--- src/rtl/nco_multi.sv ---
// nco_multi: time-multiplexed multi-channel numerically controlled oscillator.
//   CHANNELS phase accumulators share one 3-stage waveform pipeline. Once per
//   sample period (DIV = CLK_FREQ/SAMPLE_RATE clocks) every channel emits one
//   sample, in channel order, as a strobed stream.
// Ports:
//   clk, reset   - system clock, synchronous active-high reset
//   cfg_we       - write strobe for the shadow config of channel cfg_ch
//   cfg_inc      - phase increment per sample
//   cfg_wave     - 0 sine, 1 triangle, 2 sawtooth, 3 square
//   cfg_duty     - square-wave threshold
//   cfg_offset   - phase offset added to the accumulator phase
//   sync         - clears all accumulators and aborts the frame in flight
//   out_data     - sample value, held between strobes
//   out_ch       - channel of out_data
//   out_valid    - one-cycle strobe per sample
//   frame_done   - pulses together with the last channel's out_valid
module nco_multi #(
  parameter int CLK_FREQ    = 50_000_000,
  parameter int SAMPLE_RATE = 48_000,
  parameter int BIT_DEPTH   = 16,
  parameter int CHANNELS    = 4,
  parameter int ACC_WIDTH   = 32,
  localparam int CW = (CHANNELS > 1) ? $clog2(CHANNELS) : 1
) (
  input  logic                 clk,
  input  logic                 reset,
  input  logic                 cfg_we,
  input  logic [CW-1:0]        cfg_ch,
  input  logic [ACC_WIDTH-1:0] cfg_inc,
  input  logic [1:0]           cfg_wave,
  input  logic [BIT_DEPTH-1:0] cfg_duty,
  input  logic [BIT_DEPTH-1:0] cfg_offset,
  input  logic                 sync,
  output logic [BIT_DEPTH-1:0] out_data,
  output logic [CW-1:0]        out_ch,
  output logic                 out_valid,
  output logic                 frame_done
);

  localparam int B     = BIT_DEPTH;
  localparam int DIV   = CLK_FREQ / SAMPLE_RATE;
  localparam int CNT_W = $clog2(DIV);
  localparam logic [B-1:0] HALF = {1'b1, {(B-1){1'b0}}};
  localparam logic [B-1:0] MAX  = '1;

  if (DIV < CHANNELS + 4) begin : g_div_chk
    $error("nco_multi: CLK_FREQ/SAMPLE_RATE must be >= CHANNELS+4");
  end

  typedef enum logic {IDLE, RUN} state_t;

  state_t               state;
  logic [CNT_W-1:0]     cnt;
  logic                 tick;
  logic                 last_p0;
  logic [CW-1:0]        ch_p0;
  logic [B-1:0]         phase_p0;

  logic [ACC_WIDTH-1:0] acc     [CHANNELS];
  logic [ACC_WIDTH-1:0] sh_inc  [CHANNELS];
  logic [1:0]           sh_wave [CHANNELS];
  logic [B-1:0]         sh_duty [CHANNELS];
  logic [B-1:0]         sh_off  [CHANNELS];
  logic [ACC_WIDTH-1:0] lv_inc  [CHANNELS];
  logic [1:0]           lv_wave [CHANNELS];
  logic [B-1:0]         lv_duty [CHANNELS];
  logic [B-1:0]         lv_off  [CHANNELS];

  logic                 vld_p1, vld_p2, last_p1, last_p2;
  logic [CW-1:0]        ch_p1, ch_p2;
  logic [B-1:0]         p_p1, duty_p1, samp_p2;
  logic [1:0]           wave_p1;

  // Sine upper half saturates at MAX.
  function automatic logic [B-1:0] sat_hi(input logic [B:0] v);
    return v[B] ? MAX : v[B-1:0];
  endfunction

  // Sine lower half floors at 0.
  function automatic logic [B-1:0] floor_lo(input logic [B:0] a);
    return (a > {1'b0, HALF}) ? '0 : (HALF - a[B-1:0]);
  endfunction

  function automatic logic [B-1:0] sine_wave(input logic [B-1:0] p);
    logic [2*B-3:0] qx, hx, prod, ash;
    logic [B:0]     a;
    qx   = (2*B-2)'(p[B-2:0]);
    hx   = (2*B-2)'(HALF) - qx;
    prod = qx * hx;
    ash  = prod >> (B-3);
    a    = ash[B:0];
    return p[B-1] ? floor_lo(a) : sat_hi({1'b0, HALF} + a);
  endfunction

  function automatic logic [B-1:0] waveform(input logic [B-1:0] p,
                                            input logic [1:0]   w,
                                            input logic [B-1:0] duty);
    logic [B-1:0] tri2;
    tri2 = {p[B-2:0], 1'b0};
    case (w)
      2'd0:    return sine_wave(p);
      2'd1:    return p[B-1] ? (MAX - tri2) : tri2;
      2'd2:    return p;
      default: return (p < duty) ? MAX : '0;
    endcase
  endfunction

  assign tick     = (cnt == CNT_W'(DIV - 1));
  assign last_p0  = (ch_p0 == CW'(CHANNELS - 1));
  assign phase_p0 = acc[ch_p0][ACC_WIDTH-1 -: B] + lv_off[ch_p0];

  always_ff @(posedge clk) begin
    if (reset) begin
      cnt        <= '0;
      state      <= IDLE;
      ch_p0      <= '0;
      vld_p1     <= 1'b0;
      vld_p2     <= 1'b0;
      last_p1    <= 1'b0;
      last_p2    <= 1'b0;
      out_valid  <= 1'b0;
      frame_done <= 1'b0;
      out_data   <= HALF;
      out_ch     <= '0;
      for (int i = 0; i < CHANNELS; i++) begin
        acc[i]     <= '0;
        sh_inc[i]  <= '0;
        sh_wave[i] <= 2'd0;
        sh_duty[i] <= HALF;
        sh_off[i]  <= '0;
        lv_inc[i]  <= '0;
        lv_wave[i] <= 2'd0;
        lv_duty[i] <= HALF;
        lv_off[i]  <= '0;
      end
    end else begin
      cnt <= tick ? '0 : cnt + 1'b1;

      if (tick) begin
        for (int i = 0; i < CHANNELS; i++) begin
          lv_inc[i]  <= sh_inc[i];
          lv_wave[i] <= sh_wave[i];
          lv_duty[i] <= sh_duty[i];
          lv_off[i]  <= sh_off[i];
        end
      end

      if (cfg_we && (int'(cfg_ch) < CHANNELS)) begin
        sh_inc[cfg_ch]  <= cfg_inc;
        sh_wave[cfg_ch] <= cfg_wave;
        sh_duty[cfg_ch] <= cfg_duty;
        sh_off[cfg_ch]  <= cfg_offset;
      end

      // S0 -> S1: issue one channel per RUN cycle
      vld_p1  <= (state == RUN);
      last_p1 <= (state == RUN) && last_p0;
      // S1 -> S2
      vld_p2  <= vld_p1;
      last_p2 <= last_p1;
      // S2 -> S3
      out_valid  <= vld_p2;
      frame_done <= last_p2;
      if (vld_p2 && !sync) begin
        out_data <= samp_p2;
        out_ch   <= ch_p2;
      end

      case (state)
        IDLE: begin
          if (tick) begin
            state <= RUN;
            ch_p0 <= '0;
          end
        end
        RUN: begin
          acc[ch_p0] <= acc[ch_p0] + lv_inc[ch_p0];
          if (last_p0) state <= IDLE;
          else         ch_p0 <= ch_p0 + 1'b1;
        end
        default: state <= IDLE;
      endcase

      if (sync) begin
        state      <= IDLE;
        ch_p0      <= '0;
        vld_p1     <= 1'b0;
        vld_p2     <= 1'b0;
        last_p1    <= 1'b0;
        last_p2    <= 1'b0;
        out_valid  <= 1'b0;
        frame_done <= 1'b0;
        for (int i = 0; i < CHANNELS; i++) acc[i] <= '0;
      end
    end
  end

  always_ff @(posedge clk) begin
    // S0 -> S1: phase capture
    ch_p1   <= ch_p0;
    p_p1    <= phase_p0;
    wave_p1 <= lv_wave[ch_p0];
    duty_p1 <= lv_duty[ch_p0];
    // S1 -> S2: waveform
    ch_p2   <= ch_p1;
    samp_p2 <= waveform(p_p1, wave_p1, duty_p1);
  end

endmodule

--- config.mk ---
export PLATFORM = sky130hd
export DESIGN_NAME = nco_multi
export DESIGN_NICKNAME = d
export VERILOG_FILES = /design/src/rtl/nco_multi.sv
export SDC_FILE = /design/constraint.sdc
export NUM_CORES = 2
export LEC_CHECK = 0
export BUFFER_PORTS_ARGS = -buffer_cell sky130_fd_sc_hd__buf_4
export CORE_AREA = 2 2 263 395
export CTS_CLUSTER_DIAMETER = 30
export DETAILED_ROUTE_END_ITERATION = 8
export DIE_AREA = 0 0 265 397
export GPL_TIMING_DRIVEN = 0
export PLACE_DENSITY_LB_ADDON = 0.25
export SLEW_MARGIN = 40
export SYNTH_ARGS = -nofsm -noshare
export SYNTH_HDL_FRONTEND = slang
export SYNTH_SLANG_ARGS = --single-unit
export TNS_END_PERCENT = 20
--- constraint.sdc ---
create_clock -name clk -period 24 [get_ports clk]
set_input_delay 4.8 -clock clk [delete_from_list [all_inputs] [get_ports clk]]
set_output_delay 4.8 -clock clk [all_outputs]
set_load 0.05 [all_outputs]
# Yosys cells after proc, flatten, opt, wreduce, memory -nomap -nowiden
# Memory sizes are Yosys's and may differ from the RTL's. A register that Yosys moved wholly into a read port is not among the register bits.
# Cells that the tools add are included.
dict set report word_totals {
  regBits 74
  ramBits 656
  in_bits 72
  output_inout_bits 20
  mem_count 9
}
# name depth width rd rd_ports_with_merged_regs wr line
set memory_table {}
lappend memory_table {acc 4 32 1 1 4 59} ;# logic [ACC_WIDTH-1:0] acc [CHANNELS];
lappend memory_table {lv_inc 4 32 1 1 4 64} ;# logic [ACC_WIDTH-1:0] lv_inc [CHANNELS];
lappend memory_table {sh_inc 4 32 4 0 4 60} ;# logic [ACC_WIDTH-1:0] sh_inc [CHANNELS];
lappend memory_table {lv_duty 4 16 1 1 4 66} ;# logic [B-1:0] lv_duty [CHANNELS];
lappend memory_table {lv_off 4 16 1 1 4 67} ;# logic [B-1:0] lv_off [CHANNELS];
lappend memory_table {sh_duty 4 16 4 0 4 62} ;# logic [B-1:0] sh_duty [CHANNELS];
lappend memory_table {{3 more memories} n/a n/a n/a n/a n/a n/a}
dict set report op_classes {
  addsub 8
  n_mul 1
  order_cmp 2
  n_eq_ne 10
  n_mux 66
  bitwise 33
  n_reduce_logical 12
}
# op n
set ops {}
lappend ops {{two-way mux 32 bit} 10}
lappend ops {{two-way mux 16 bit} 15}
lappend ops {{OR reduction 32 bit} 2}
lappend ops {{case mux 16 bit (3 select lines)} 1}
lappend ops {{two-way mux 2 bit} 18}
lappend ops {{adder 32 bit} 1}
lappend ops {{OR reduction 16 bit} 2}
lappend ops {{subtractor 16 bit (first input constant)} 2}
lappend ops {{multiplier 16 x 17 -> 30 bit} 1}
lappend ops {{two-way mux 1 bit} 20}
lappend ops {{OR 1 bit} 20}
lappend ops {{adder 16 x 17 -> 17 bit (first input constant)} 1}
lappend ops {{greater-than comparator 17 x 16 -> 1 bit (second input constant)} 1}
lappend ops {{subtractor 16 x 15 -> 17 bit (first input constant)} 1}
lappend ops {{adder 16 bit} 1}
lappend ops {{< comparator 16 bit} 1}
lappend ops {{equality test 2 bit (second input constant)} 6}
lappend ops {{adder 11 x 1 -> 11 bit (second input constant)} 1}
lappend ops {{equality test 11 bit (second input constant)} 1}
lappend ops {{bitwise AND 1 bit} 8}
lappend ops {{OR reduction 2 bit} 3}
lappend ops {{inverter 1 bit} 5}
lappend ops {{!= test 2 bit (second input constant)} 2}
lappend ops {{case mux 2 bit (2 select lines)} 1}
lappend ops {{other kinds (7)} 8}

# Longest topological paths before layout
dict set report logic_depth {
  depth_word 11
  depth_mapped 36
  mapped_depth_nobuf 34
}

# Least setup slack after synthesis
# OpenSTA, ideal clock, no wires.
dict set report synth_timing {
  kind {in2reg}
  from {input reset}
  to {memory lv_duty[0][0] (netlist name) (enable)}
  t_arrival_ps 12471
  path_slack_ps 10797
  stages 3
  n_path_buf 2
  path_cell_list {clkbuf_1 nand2b_1 clkbuf_1}
}
# item line
set synth_lines {}
lappend synth_lines {{start: declaration} 26} ;# input logic reset,
lappend synth_lines {{end: declaration} 66}

# Final worst setup path
dict set report layout_timing {
  from {register p_p1[0]}
  to {register samp_p2[14]}
}
dict set report layout_via {
  elab_chain_cells 6
  elab_cells_between_ends 13
}
# item line
set layout_rtl {}
lappend layout_rtl {{start: declaration} 71} ;# logic [B-1:0] p_p1, duty_p1, samp_p2;
lappend layout_rtl {{start signal: assignment} 201} ;# p_p1 <= phase_p0;
lappend layout_rtl {{subtractor 16 x 15 -> 17 bit} 88} ;# hx = (2*B-2)'(HALF) - qx;
lappend layout_rtl {{multiplier 16 x 17 -> 30 bit} 89} ;# prod = qx * hx;
lappend layout_rtl {{adder 16 x 17 -> 17 bit (tied with other cells)} 92} ;# return p[B-1] ? floor_lo(a) : sat_hi({1'b0, HALF} + a);
lappend layout_rtl {{two-way mux 16 bit (on tied branches)} {76, 81}}
lappend layout_rtl {{two-way mux 16 bit} 92}
lappend layout_rtl {{case mux 16 bit (3 select lines) (*)} 100} ;# case (w)
lappend layout_rtl {{end signal: assignment} 206} ;# samp_p2 <= waveform(p_p1, wave_p1, duty_p1);
lappend layout_rtl {{end: declaration} 71}
# Every way passes the cells marked *; elsewhere a longest branch is shown, timed or not.
# A chain may end at the register's enable or synchronous reset.

==> impl_results.md <==
* Final hold violations at 0
* Post-synth top flop: edfxtp_1
* Die Wd at 265 µm
* Most frequent cells in the layout: edfxtp_1, and2_1, inv_1, nor2_1, ha_1
* Period Utilization, post-route at 0.453
* GPL Wtd Cong at 0.897
* Data required time at the worst endpoint at 24.62 ns
* M1 WL at 36.1 mm
* Routed WL per cell at 20.6 µm
* Vias in the first global route at 24915
* Cts bufs inserted at 107
* Crit end category: flip-flop
* Post-DRT Antenna Nets at 0
* Hold_ws at 0.324 ns
* Final nets at 3825
* Largest net degree at the start of global routing at 42
* Post-CTS Setup Bufs at 0
* Min Clock Period, post-route at 10.86 ns
* TritonCTS clock tree: built
* Synth warn at 0
* Fraction of registers with async set or reset after synthesis at 0
* Routed wl met2 at 55.2 mm
* Register area share after synthesis at 0.534
* Port-buffer cells at 90
* Global-route wire length before repair at 150 mm
* Post-route setup TNS at 0 ns
* HP Class: flip-flop to flip-flop
* Final setup vio count at 0
* Via count at 23596
* Mapped Cells at 3154
* Reg-to-reg setup timing slack at 13.14 ns
* Mean Syn Cell Area at 12.8 µm²
* I/O pin count at 92
* Starting density of the core at 0.397
* Synthesized area at 40400 µm²
* Iter 0 DRT Violations at 1182
* Overflow after GRT at 0
* Highest routed layer: met4
* WS Path Type: flip-flop to flip-flop
* Yosys top cell by area: edfxtp_1
* CP max stage delay at 0.86 ns
* Reg2Reg Depth at 34
* Layout Skew at 0.0548 ns
* Clk Latency, worst-skew pair at 0.71 ns
* WL met3 at 3.81 mm
* Post-synth top area share at 0.487
* Post-cts resize count at 0
* Commonest non-fill, non-tap cell in the layout: edfxtp_1
* Area occupied by multi-input gates at 17300 µm²
* Initial antenna violation count at 4
* Final HPWL DP at 73.4 mm
* H-tree depth at 3
* Status: finished, final reports clean
* Drt pass-1 iters at 5
* DRC viols at 0
* Worst-margin pin slew at 0.855 ns
* Fmax at 92.1 MHz
* Gr usage total at 0.192
* Worst EP arrival at 11.48 ns
* Rows at 144
* EDFF count, synth at 656
* Via-to-Cell Ratio at 4.92
* Register area at 21600 µm²
* Core area at 102000 µm²
* CP max stage cell: dfxtp_1
* Die H at 397 µm
* Post-synth cell types at 76
* Total Routed Length at 98.6 mm
* FF-to-FF End: samp_p2[14]
* Most frequent cell on the critical path: inv_1
* Seq cells post-synth at 750
* Setup crit start kind: flip-flop
* Setup crit start: p_p1[0]
* Area grow syn2layout at 16.5%
* Fill cells at 9247
* Worst slew margin at 0.430
* Die area at 105000 µm²
* Crit path to: samp_p2[14]
* Max Root-Sink Buffers at 3
* # clock sinks at 750
* Hold_buf cts at 0
* FF-to-FF Start: p_p1[0]
* Max-cap violations at 0
* Clock Tree Root: clkbuf_16
* Clk pin slew, worst setup/hold paths at 0.05 ns
* Slew Limit Fails at 0
* RSZ-0062 raised after global routing: no
* Critical-path maximum fanout at 10
* Share of layout cells above drive strength 1 at 0.129
* Synth top area cells: edfxtp_1, fa_1, and2_1
-- worst min path at each step --
stage          startpoint       end  slack, ns  cells past startpoint
5_1_grt          ch_p1[1]  ch_p2[1]       0.33                      0
4_1_cts          ch_p1[1]  ch_p2[1]       0.33                      0
2_1_floorplan    ch_p1[0]  ch_p2[0]       0.31                      0
6_report         ch_p1[1]  ch_p2[1]       0.32                      0
3_5_place_dp     ch_p1[1]  ch_p2[1]       0.31                      0
3_3_place_gp     ch_p1[1]  ch_p2[1]       0.31                      0
-- routing by layer --
metal / vias up / GRT usage
met5: - / 0
met4: 0 / 0.0722
met3: 166 / 0.0266
met2: 489 / 0.375
met1: 11679 / 0.207
li1: 11262 / -
-- sequential cells by signal, summed over array words and instances, names as in the netlist, 2 cells and up, named ones only --
signal and count:
acc 128, ch_p0 2, ch_p1 2, ch_p2 2, cnt 11, duty_p1 16, lv_duty 64, lv_inc 128
lv_off 64, lv_wave 8, out_ch 2, out_data 16, p_p1 16, samp_p2 16, sh_duty 64, sh_inc 128
sh_off 64, sh_wave 8, wave_p1 2
-- Yosys cell counts (6+ instances only) --
| library cell | count |
|---|---|
| o22ai_1 | 7 |
| and3_1 | 12 |
| a211oi_1 | 7 |
| fa_1 | 180 |
| nor3b_1 | 6 |
| a31oi_1 | 7 |
| inv_1 | 283 |
| o21bai_1 | 9 |
| nand4_1 | 7 |
| o21a_1 | 7 |
| or2_2 | 7 |
| and2_1 | 550 |
| edfxtp_1 | 656 |
| xor2_1 | 47 |
| a221oi_1 | 13 |
| or3_1 | 15 |
| nand2_1 | 91 |
| xnor2_1 | 50 |
| nor2_1 | 199 |
| a21boi_0 | 8 |
| o21ai_0 | 45 |
| nor3_1 | 17 |
| a21o_1 | 21 |
| buf_1 | 8 |
| nand3_1 | 21 |
| nor2b_1 | 86 |
| a21oi_1 | 73 |
| ha_1 | 191 |
| nand2b_1 | 112 |
| dfxtp_1 | 94 |
| mux4_2 | 98 |
| clkbuf_1 | 144 |
-- stage by stage --
stage | instances | cell area, µm² | setup WS, ns | util
CTS | 4791 | 47100 | 13.11 | 0.462
detailed placement | 4587 | 43200 | 13.11 | 0.424
floorplan | 3166 | 40500 | 10.80 | -
global placement | 4570 | 42800 | 6.96 | 0.420
finish | 4793 | 47100 | 13.14 | 0.462
global route | 4791 | 47100 | 12.66 | 0.462
-- worst max-delay path: cells and delay by family (launching register included) --
family | cells | cell delay (ns)
and+or+nand+nor | 9 | 2.13
DFF | 1 | 0.86
adders and majority gates | 10 | 4.34
buffers and inverters | 10 | 1.94
xor gates and xnor gates | 1 | 0.30
AOI/OAI and AO/OA | 4 | 1.22
-- final cells by class --
cell class,count,share of cell area
Clock inverter,81,0.0229
Multi-Input combinational cell,1976,0.367
Sequential cell,750,0.458
Timing Repair Buffer,107,0.0211
Buffer,156,0.0132
Clock buffer,123,0.0601
Antenna cell,2,0.000106
Inverter,284,0.0226
Tap cell,1314,0.0349
-- kinds of logic (layout without fill, tap and decap cells) --
kind of cell             after synthesis  after routing  share of synthesized area
buffers and inverters                440            751                     0.0411
flip-flops                           750            750                      0.534
other                                  2             16                   0.000186
multiplexers                         103            103                     0.0558
XOR/XNOR                              97             97                     0.0210
adder cells (fa/ha/maj)              371            371                      0.148
AO/OA/AOI/OAI                        248            248                     0.0409
AND/OR/NAND/NOR                     1143           1143                      0.159
Power is left out: the tool's default activity adds up to more than one toggle a clock period on the data nets, which glitch-free logic cannot reach.
